## src/rtl/seq_pkg.sv

```systemverilog
// Shared types and constants for the serial pattern generator and the sequence-detector benches.
package seq_pkg;

    typedef enum logic [1:0] {
        IDLE = 2'd0,
        SEND = 2'd1,
        DONE = 2'd2
    } state_t;

    localparam int unsigned SEQ_W = 4;
    localparam logic [SEQ_W-1:0] SEQ_1010 = 4'b1010;

    // Counter width for a modulo-N timer; never narrower than one bit.
    function automatic int unsigned timer_w(input int unsigned cycles);
        return (cycles > 1) ? $clog2(cycles) : 1;
    endfunction

endpackage

```

## src/rtl/seq_bit_timer.sv

```systemverilog
// Modulo-BIT_CYCLES counter; o_bit_end_c strobes on the last cycle of each bit period.
module seq_bit_timer
    import seq_pkg::*;
#(
    parameter int unsigned BIT_CYCLES = 1
) (
    input  logic i_clock,
    input  logic i_reset_n,
    input  logic i_en,
    input  logic i_clr,
    output logic o_bit_end_c
);

    localparam int unsigned TW = timer_w(BIT_CYCLES);
    localparam logic [TW-1:0] LAST = TW'(BIT_CYCLES - 1);

    logic [TW-1:0] r_cnt;
    logic          w_last;

    assign w_last      = (r_cnt == LAST);
    assign o_bit_end_c = i_en && w_last;

    always_ff @(posedge i_clock or negedge i_reset_n) begin
        if (!i_reset_n) begin
            r_cnt <= '0;
        end else if (i_clr) begin
            r_cnt <= '0;
        end else if (i_en) begin
            r_cnt <= w_last ? '0 : r_cnt + TW'(1);
        end
    end

endmodule

```

## src/rtl/seq_pattern_gen.sv

```systemverilog
// Serial pattern transmitter: sends a captured pattern MSB-first, repeated back-to-back,
// holding each bit BIT_CYCLES clocks, then pulses o_done for one cycle.
module seq_pattern_gen
    import seq_pkg::*;
#(
    parameter int unsigned PATTERN_W  = SEQ_W,
    parameter int unsigned BIT_CYCLES = 1,
    parameter int unsigned CNT_W      = 4
) (
    input  logic                 i_clock,
    input  logic                 i_reset_n,
    input  logic                 i_start,
    input  logic [PATTERN_W-1:0] i_pattern,
    input  logic [CNT_W-1:0]     i_count,
    output logic                 o_bit,
    output logic                 o_bit_valid,
    output logic                 o_busy,
    output logic                 o_done
);

    localparam int unsigned IW = $clog2(PATTERN_W);
    localparam logic [IW-1:0] LAST_IDX = IW'(PATTERN_W - 1);

    state_t               r_state, w_state_n;
    logic [PATTERN_W-1:0] r_shift, w_shift_n;
    logic [PATTERN_W-1:0] r_pattern, w_pattern_n;
    logic [IW-1:0]        r_idx, w_idx_n;
    logic [CNT_W-1:0]     r_rep, w_rep_n;
    logic                 r_bit, w_bit_n;
    logic                 r_valid, w_valid_n;
    logic                 r_busy, w_busy_n;
    logic                 r_done, w_done_n;
    logic                 w_timer_en;
    logic                 w_timer_clr;
    logic                 w_bit_end;

    assign w_timer_en  = (r_state == SEND);
    assign w_timer_clr = (r_state != SEND);

    seq_bit_timer #(
        .BIT_CYCLES (BIT_CYCLES)
    ) u_bit_timer (
        .i_clock     (i_clock),
        .i_reset_n   (i_reset_n),
        .i_en        (w_timer_en),
        .i_clr       (w_timer_clr),
        .o_bit_end_c (w_bit_end)
    );

    // r_shift holds the bits still to be sent after the one currently on o_bit.
    always_comb begin
        w_state_n   = r_state;
        w_shift_n   = r_shift;
        w_pattern_n = r_pattern;
        w_idx_n     = r_idx;
        w_rep_n     = r_rep;
        w_bit_n     = r_bit;
        w_valid_n   = r_valid;
        w_busy_n    = r_busy;
        w_done_n    = 1'b0;

        case (r_state)
            IDLE: begin
                if (i_start) begin
                    w_state_n   = SEND;
                    w_pattern_n = i_pattern;
                    w_shift_n   = {i_pattern[PATTERN_W-2:0], 1'b0};
                    w_rep_n     = (i_count == '0) ? CNT_W'(1) : i_count;
                    w_idx_n     = '0;
                    w_bit_n     = i_pattern[PATTERN_W-1];
                    w_valid_n   = 1'b1;
                    w_busy_n    = 1'b1;
                end
            end
            SEND: begin
                if (w_bit_end) begin
                    if (r_idx != LAST_IDX) begin
                        w_idx_n   = r_idx + IW'(1);
                        w_bit_n   = r_shift[PATTERN_W-1];
                        w_shift_n = {r_shift[PATTERN_W-2:0], 1'b0};
                    end else if (r_rep > CNT_W'(1)) begin
                        // Repeat from the captured copy so live input changes cannot leak in.
                        w_rep_n   = r_rep - CNT_W'(1);
                        w_idx_n   = '0;
                        w_bit_n   = r_pattern[PATTERN_W-1];
                        w_shift_n = {r_pattern[PATTERN_W-2:0], 1'b0};
                    end else begin
                        w_state_n = DONE;
                        w_idx_n   = '0;
                        w_rep_n   = '0;
                        w_shift_n = '0;
                        w_bit_n   = 1'b0;
                        w_valid_n = 1'b0;
                        w_busy_n  = 1'b0;
                        w_done_n  = 1'b1;
                    end
                end
            end
            DONE: begin
                w_state_n = IDLE;
            end
            default: begin
                w_state_n = IDLE;
                w_bit_n   = 1'b0;
                w_valid_n = 1'b0;
                w_busy_n  = 1'b0;
            end
        endcase
    end

    always_ff @(posedge i_clock or negedge i_reset_n) begin
        if (!i_reset_n) begin
            r_state   <= IDLE;
            r_shift   <= '0;
            r_pattern <= '0;
            r_idx     <= '0;
            r_rep     <= '0;
            r_bit     <= 1'b0;
            r_valid   <= 1'b0;
            r_busy    <= 1'b0;
            r_done    <= 1'b0;
        end else begin
            r_state   <= w_state_n;
            r_shift   <= w_shift_n;
            r_pattern <= w_pattern_n;
            r_idx     <= w_idx_n;
            r_rep     <= w_rep_n;
            r_bit     <= w_bit_n;
            r_valid   <= w_valid_n;
            r_busy    <= w_busy_n;
            r_done    <= w_done_n;
        end
    end

    assign o_bit       = r_bit;
    assign o_bit_valid = r_valid;
    assign o_busy      = r_busy;
    assign o_done      = r_done;

endmodule
```

## config.mk

```make
export PLATFORM = sky130hd
export DESIGN_NAME = seq_pattern_gen
export DESIGN_NICKNAME = d
export VERILOG_FILES = /design/src/rtl/seq_pkg.sv /design/src/rtl/seq_bit_timer.sv /design/src/rtl/seq_pattern_gen.sv
export SDC_FILE = /design/constraint.sdc
export NUM_CORES = 1
export LEC_CHECK = 0
export CORE_MARGIN = 2
export CORE_UTILIZATION = 40
export CTS_CLUSTER_DIAMETER = 200
export DETAILED_ROUTE_END_ITERATION = 10
export GPL_ROUTABILITY_DRIVEN = 0
export PLACE_DENSITY = 0.7
export SETUP_SLACK_MARGIN = 0.5
export SLEW_MARGIN = 25
export SYNTH_ARGS = -nofsm -noshare
export SYNTH_HDL_FRONTEND = slang
export SYNTH_SLANG_ARGS = --single-unit
```

## constraint.sdc

```tcl
create_clock -name i_clock -period 3.5 [get_ports i_clock]
set_input_delay 0.35 -clock i_clock [delete_from_list [all_inputs] [get_ports i_clock]]
set_output_delay 0.35 -clock i_clock [all_outputs]
set_load 0.03 [all_outputs]
```

==> metrics <==
Total Wirelength 2110 um; global-route wire length before repair 3530 um; FFs w/ async S/R, synth 1.00; fin. max-slew vios 0; Period Utilization, post-route 0.490; post-synth cell types 40; Lkg Pwr 0.503 nW; number of antenna diodes 0; Starting Density 0.418; Max Freq 0.583 GHz; Critical Path RT 3150 ps; Syn. warnings 0; crit path cell chain clkdlybuf4s50_1; RSZ-0062 raised after global routing false; outcome finished, final reports clean; router iterations before antenna repair 4; antenna-violating nets left 0; layout overhead on the synthesized area 16.4%; Routed WL per cell 15.2 um; minimum clock period 1720 ps; Synth Area per Inst 10.3 um^2; Gate Count Post-Synth 99; clock transition at the registers of the reported paths 110 ps; initial antenna violation count 0; Nets 124; HPWL Detailed 1520 um; clock buffer depth 2; CTS tree done; CP max FO 4; number of synthesized flops with an enable pin 0; cts repair resizes 0; CTS Root Cell clkbuf_4; number of synthesized register bits 18; area of the mapped netlist 1020 um^2; routed vias 787; layout cell share with drive strength beyond 1 0.101; IO Pins 15; Buffers on Ports 14; Clock Sinks 18; die height 54.4 um; gr ovfl total 0; final setup fails 0; Max-Cap Viols 0; hold_buf cts 0; Clock Latency Late Sink 290 ps; CP arrival 1370 ps; Slew HR 0.459; vias per inst 5.66; largest vdd supply drop 0.000388 V; Die ar. 2960 um^2; crit path kind reg -> out; core area 2430 um^2; Syn Nets 113; Buffers & Inverters on Critical Path 1; pin count of the biggest net entering global routing 21; P per Cell Area 823 nW/um^2; Slew @ Worst Pin 808 ps; GRT Overall Usage 0.168; min-delay worst type in -> async; Die X 54.4 um; min setup slack post-route 1780 ps; most common cell after layout, fill and taps aside dfrtp_1; row count 18; # Post-CTS Setup Buffers 0; CP max stage delay 680 ps; slowest CP cell clkdlybuf4s50_1; pre-CTS setup slack 1570 ps; most frequent cells in the layout dfrtp_1 (18), clkdlybuf4s50_1 (14), inv_1 (6), o21ai_0 (6); CTS Buf Count 3; delay-heaviest family, CP buffers and inverters; initial DRC count 6; post-synthesis sequential area ratio 0.443; final hold vios 0; Setup TNS 0 ps; final setup skew 4.43 ps; Worst setup SP type register; DRC violations left 0; most common flop cell mapped by yosys dfrtp_1; CP Capture Type primary output; vias in the first global route 783; CTS H-tree depth 1
==> layer usage <==
metal  global-route usage  share of wire  wire length (um)
met1                0.226           0.48              1010
met4               0.0625         0.0066                14
met3               0.0246          0.046                97
met5                    0              0                 0
met2                0.271           0.47               994
==> registers in the layout (all words and copies together), names as in the netlist <==
signal     count
o_bit          1
o_busy         1
o_done         1
r_idx          2
r_pattern      4
r_rep          4
r_shift        3
r_state        2
==> power breakdown <==
part	total, mW	internal, mW	switching, mW
Sequential	0.381	0.299	0.0826
Clock	0.130	0.0634	0.0663
Combinational	0.463	0.219	0.244
Total	0.974	0.581	0.393
==> synth_stat cells (all sizes together) (2+ instances only) <==
master	count	share of area
buf	7	0.043
o211ai	2	0.015
a22oi	3	0.022
a221oi	2	0.017
o21ai	6	0.030
inv	6	0.022
ha	3	0.037
nor3b	3	0.022
o31ai	2	0.015
nor2b	3	0.018
a21oi	4	0.020
and2	2	0.012
nor3	2	0.0098
nand2b	3	0.018
o2111ai	3	0.026
dfrtp	18	0.44
or2	2	0.012
nand2	2	0.0074
mux2	3	0.044
nor2	4	0.015
a211oi	2	0.015
o22ai	2	0.012
==> cell type report <==
type | count | area [um^2]
clock buffer | 4 | 36.3
fill | 230 | 1250
inverter | 6 | 22.5
multi-input combinational | 67 | 497
sequential | 18 | 450
tap | 30 | 37.5
timing repair buffer | 14 | 140
==> metrics by stage <==
step	cells	hold slack, ps	power, mW	area, um^2	utilization
floorplan	99	54.4	0.745	1020	-
global placement	135	481	0.836	1150	0.472
detailed placement	135	490	0.846	1150	0.472
CTS	139	519	0.976	1180	0.487
global route	139	539	1.06	1180	0.487
finish	139	507	0.974	1180	0.487
==> final timing paths <==
path,startpoint,to,slack [ps],cells after the start
worst max-delay path,o_busy,o_bit_valid,1780,1
worst min-delay path,i_reset_n,r_rep[3],510,1
worst max register to register,r_state[0],r_shift[3],1820,3
worst min register to register,r_idx[0],r_idx[0],510,1
max in group asynchronous,i_reset_n,o_busy,2490,1
min in group i_clock,r_idx[0],r_idx[0],510,1
==> cells by family (layout without fill, tap and decap cells) <==
kind of cell	Yosys count	after routing	share of synthesized area
flip-flops	18	18	0.443
multiplexers	4	4	0.0541
buffers and inverters	14	24	0.0689
adder cells (fa/ha/maj)	3	3	0.0369
AND/OR/NAND/NOR	27	27	0.166
AO/OA/AOI/OAI	33	33	0.231
Power figures use the tool's default switching activity.
==> RTL change 1, RTL diff (same settings) <==
`CNT_W`: 4 -> 6.
--- a/src/rtl/seq_pattern_gen.sv
+++ b/src/rtl/seq_pattern_gen.sv
@@ -6,5 +6,5 @@
     parameter int unsigned PATTERN_W  = SEQ_W,
     parameter int unsigned BIT_CYCLES = 1,
-    parameter int unsigned CNT_W      = 4
+    parameter int unsigned CNT_W      = 6
 ) (
     input  logic                 i_clock,
Ports: changed (resized i_count); port bits go from 15 to 17. The function was not compared with the original's and may differ.
==> RTL change 1 against the original RTL <==
- core utilization increased by 2.5 points
- synthesized area increased by 7.7%
- clock skew increased by 0.0056 ns
- wire length increased by 14%
- non-clock buffer count increased by 2
- final area increased by 10%
- setup slack got worse by 0.16 ns
- sequential cell count increased by 2
- maximum frequency decreased by 8.6%
- critical path depth increased by 3
- total power increased by 21%
- critical endpoint is now r_rep[0]
- largest cell class unchanged
==> RTL change 1: results <==
metrics = {
    "place": {
        "io_buffers": 16,
        "dpl.hpwl_um": 1780,
    },
    "outcome": {
        "status": "complete, no violations",
    },
    "clock_tree": {
        "cts-root-buf": "clkbuf_4",
        "post-cts-setup-buffers": 0,
        "clock_latency_ns": 0.30,
        "h-tree-depth": 1,
        "cts_buffer_depth": 2,
        "path_clk_slew_ns": 0.11,
        "cts_resized": 0,
        "numCtsBuffers": 3,
    },
    "synthesis": {
        "seq_area_frac_synth": 0.457,
        "synth.net_count": 125,
        "ys_warn_count": 0,
        "ys_top_cells_by_count": "dfrtp_1, a21oi_1, nor2_1, nand3b_1, nor3_1",
        "synth_cell_types": 37,
        "synthArstFlopShare": 1.00,
        "synth.area.top_cells": "dfrtp_1, a21oi_1, mux2_2",
    },
    "routing": {
        "drt_iter0_drc": 35,
        "routedWlPerCell_um": 15.6,
        "first_pass_iters": 4,
        "vias": 896,
    },
    "critical_path": {
        "critPathCapture": "r_rep[0]",
        "startpoint": "r_state[0]",
        "cp_max_fo": 18,
        "ff2ff_setup_slack_ns": 1.62,
        "r2r_cells": 4,
        "arrival_ns": 2.11,
    },
    "cells_and_area": {
        "nets": 141,
        "diodes": 0,
        "fillers": 254,
        "drive_above_1_share": 0.105,
        "top_regs": "r_rep x6, r_pattern x4, r_shift x3",
    },
    "timing": {
        "hold_violations": 0,
        "skew_ns": 0.0100,
        "max_slew_margin": 0.415,
    },
    "power": {
        "vdd_ir_drop_max_v": 0.000496,
        "p_leak_nw": 0.531,
    },
    "global_routing": {
        "grt_util_all_layers": 0.162,
        "grt_pass1_vias": 888,
        "grt_max_degree": 21,
        "grt_pass1_wl_um": 4040,
    },
    "min_path": {
        "hp-class": "reg -> reg",
    },
}
==> RTL change 1: power breakdown <==
part / switching, mW / internal, mW / total, mW / leakage [nW]
clock: 0.0667 / 0.0634 / 0.130 / 0.0210
combinational: 0.329 / 0.280 / 0.610 / 0.261
sequential: 0.112 / 0.331 / 0.443 / 0.249
==> RTL change 1: cells by family after synthesis <==
group | Yosys count | share of synthesized area
fa+ha+maj | 3 | 0.0343
mux | 4 | 0.0411
flops | 20 | 0.457
buf+inv | 9 | 0.0388
compound gates | 34 | 0.218
simple gates | 39 | 0.211
==> RTL change 1: worst max-delay path, cell delays in order, from the launching register on <==
cell and delay, ns:
dfrtp_1 0.63, nand2b_1 0.47, a21o_2 0.36, o221a_1 0.24
a21oi_1 0.11
==> RTL change 1: layout make-up <==
class	instances	area, um^2	share of cell area
clock buffers	4	36.3	0.0279
flip-flops and latches	20	500	0.384
multi-input cells	80	553	0.425
inverters	4	15.0	0.0115
well taps	30	37.5	0.0288
repair buffers	16	160	0.123
==> RTL change 1: per-layer routing <==
| metal | part of all wire | track usage | up-vias |
|---|---|---|---|
| met5 | 0 | 0 | - |
| met4 | 0.0041 | 0.0544 | 0 |
| met3 | 0.044 | 0.0276 | 2 |
| met2 | 0.47 | 0.261 | 18 |
| met1 | 0.48 | 0.222 | 440 |
| li1 | - | - | 436 |
==> RTL change 1: through the flow <==
stage	hold slack, ns	total power, mW	setup WS (ns)	cells	instance area, um^2
2_1_floorplan	0.0544	0.901	1.94	109	1100
4_1_cts	0.526	1.19	1.63	154	1300
3_3_place_gp	0.477	1.03	1.68	150	1270
6_report	0.526	1.18	1.62	154	1300
5_1_grt	0.551	1.28	1.43	154	1300
3_5_place_dp	0.491	1.06	1.61	150	1270
==> RTL change 1: worst min-delay path by stage <==
stage / from / endpoint / depth (start not counted) / slack [ns]
6_report: r_idx[1] / r_idx[1] / 1 / 0.53
5_1_grt: r_pattern[1] / r_shift[2] / 1 / 0.55
4_1_cts: r_idx[1] / r_idx[1] / 1 / 0.53
3_5_place_dp: r_idx[1] / r_idx[1] / 1 / 0.49
3_3_place_gp: r_idx[0] / r_idx[0] / 1 / 0.48
2_1_floorplan: i_reset_n / o_bit / 0 / 0.05
==> RTL change 2, RTL diff (config.mk and constraints unchanged) <==
Without the edit above. Make the reset (`i_reset_n`) synchronous in 2 clocked blocks.
--- a/src/rtl/seq_bit_timer.sv
+++ b/src/rtl/seq_bit_timer.sv
@@ -21,5 +21,5 @@
     assign o_bit_end_c = i_en && w_last;
 
-    always_ff @(posedge i_clock or negedge i_reset_n) begin
+    always_ff @(posedge i_clock) begin
         if (!i_reset_n) begin
             r_cnt <= '0;
--- a/src/rtl/seq_pattern_gen.sv
+++ b/src/rtl/seq_pattern_gen.sv
@@ -109,5 +109,5 @@
     end
 
-    always_ff @(posedge i_clock or negedge i_reset_n) begin
+    always_ff @(posedge i_clock) begin
         if (!i_reset_n) begin
             r_state   <= IDLE;
Function: differs if i_reset_n is asserted again (counterexample within 4 cycles, from zero or initial values and one cycle with i_reset_n low); with i_reset_n held inactive, the same outputs for 10 cycles.
==> RTL change 2 against the original RTL <==
- global-route usage decreased by 0.49 points
- wire length decreased by 12%
- synthesized area decreased by 10%
- final cell count increased by 9.4%
- maximum frequency decreased by 3.4%
- register-to-register slack got worse by 0.097 ns
- via count increased by 7.0%
- final area decreased by 9.3%
- setup slack got worse by 0.061 ns
- sequential cell count unchanged
Power is not compared: it rests on default switching activity, and its combinational part moved more than twofold at a synthesized area within 25%.
==> RTL change 2: results <==
metrics = {
    "outcome": {
        "status": "complete, no violations",
    },
    "synthesis": {
        "synth_ff_type": "dfxtp_1",
        "avgSynthCellArea_um2": 8.08,
        "synth.net_count": 127,
        "synthArstFlopShare": 0,
        "seq_area_frac_synth": 0.395,
        "synth.area.top_cells": "dfxtp_1, o21ai_0, nand2_1",
        "synth.top_cell.area_share": 0.395,
        "ys_top_cells_by_count": "dfxtp_1, nand2_1, o21ai_0, nor2_1, nor3_1",
        "synth_cell_types": 30,
    },
    "global_routing": {
        "antenna_found_initial": 0,
        "grt_pass1_vias": 786,
        "grt_pass1_wl_um": 3310,
        "grt_util_all_layers": 0.163,
        "grt_max_degree": 20,
    },
    "clock_tree": {
        "numCtsBuffers": 3,
        "cts_resized": 0,
        "path_clk_slew_ns": 0.10,
    },
    "cells_and_area": {
        "final_cells": 152,
        "drive_above_1_share": 0.0403,
        "nets": 140,
    },
    "min_path": {
        "hp-class": "reg -> reg",
    },
    "place": {
        "dpl.hpwl_um": 1330,
        "place_ws_ns": 1.69,
    },
    "critical_path": {
        "rr_startpoint": "r_state[0]",
        "cp_max_fo": 19,
        "arrival_ns": 1.96,
        "worst_path_max_delay_cell": "dfxtp_1",
        "path_delay_family": "flip-flops",
    },
    "routing": {
        "viasPerCell": 5.54,
        "routedWlPerCell_um": 12.2,
        "drt_iter0_drc": 28,
    },
    "timing": {
        "skew_ns": 0.00604,
        "tightest_slew_ns": 0.578,
    },
}
-- RTL change 2: cell count changes after synthesis, moves of 5 or more --
cell     change
dfxtp_1     +18
o21ai_0      +9
dfrtp_1     -18
nor2_1       +6
buf_2        -5
nand2_1     +13
-- RTL change 2: power by group --
part | switching [mW] | total, mW | internal [mW]
Clock | 0.0570 | 0.0969 | 0.0399
Combinational | 0.0604 | 0.111 | 0.0507
Sequential | 0.0174 | 0.240 | 0.222
-- RTL change 2: final timing paths --
| kind | endpoint | slack, ns | depth (start not counted) |
|---|---|---|---|
| setup / recovery | o_busy | 1.72 | 4 |
| setup reg to reg | o_busy | 1.72 | 4 |
| hold / removal | o_bit | 0.49 | 2 |
| hold reg to reg | o_bit | 0.49 | 2 |
-- RTL change 2: area by class of cell --
type	instances	area (um^2)
fillers	204	1120
multi-input cells	85	500
inverters	4	15.0
well taps	28	35.0
clock buffers	3	22.5
flip-flops and latches	18	360
repair buffers	14	140
-- RTL change 2: metal layers --
metal / part of all wire / vias to the layer above / GRT usage / routed length, um
li1: - / 423 / - / -
met2: 0.47 / 22 / 0.252 / 872
met5: 0 / - / 0 / 0
met1: 0.47 / 395 / 0.224 / 879
met3: 0.049 / 2 / 0.0259 / 92
met4: 0.0091 / 0 / 0.0658 / 17
-- RTL change 2: worst reg2reg max path, delay by kind of cell, from the launching register on --
family             cells  cell delay (ns)
DFF                    1             0.67
and+or+nand+nor        2             0.44
AOI/OAI and AO/OA      2             0.56
-- RTL change 2: cells by family after synthesis --
| group | share of synthesized area |
|---|---|
| AND/OR/NAND/NOR | 0.211 |
| AO/OA/AOI/OAI | 0.286 |
| adder cells (fa/ha/maj) | 0.0411 |
| XOR/XNOR | 0.00959 |
| flip-flops | 0.395 |
| buffers and inverters | 0.0575 |
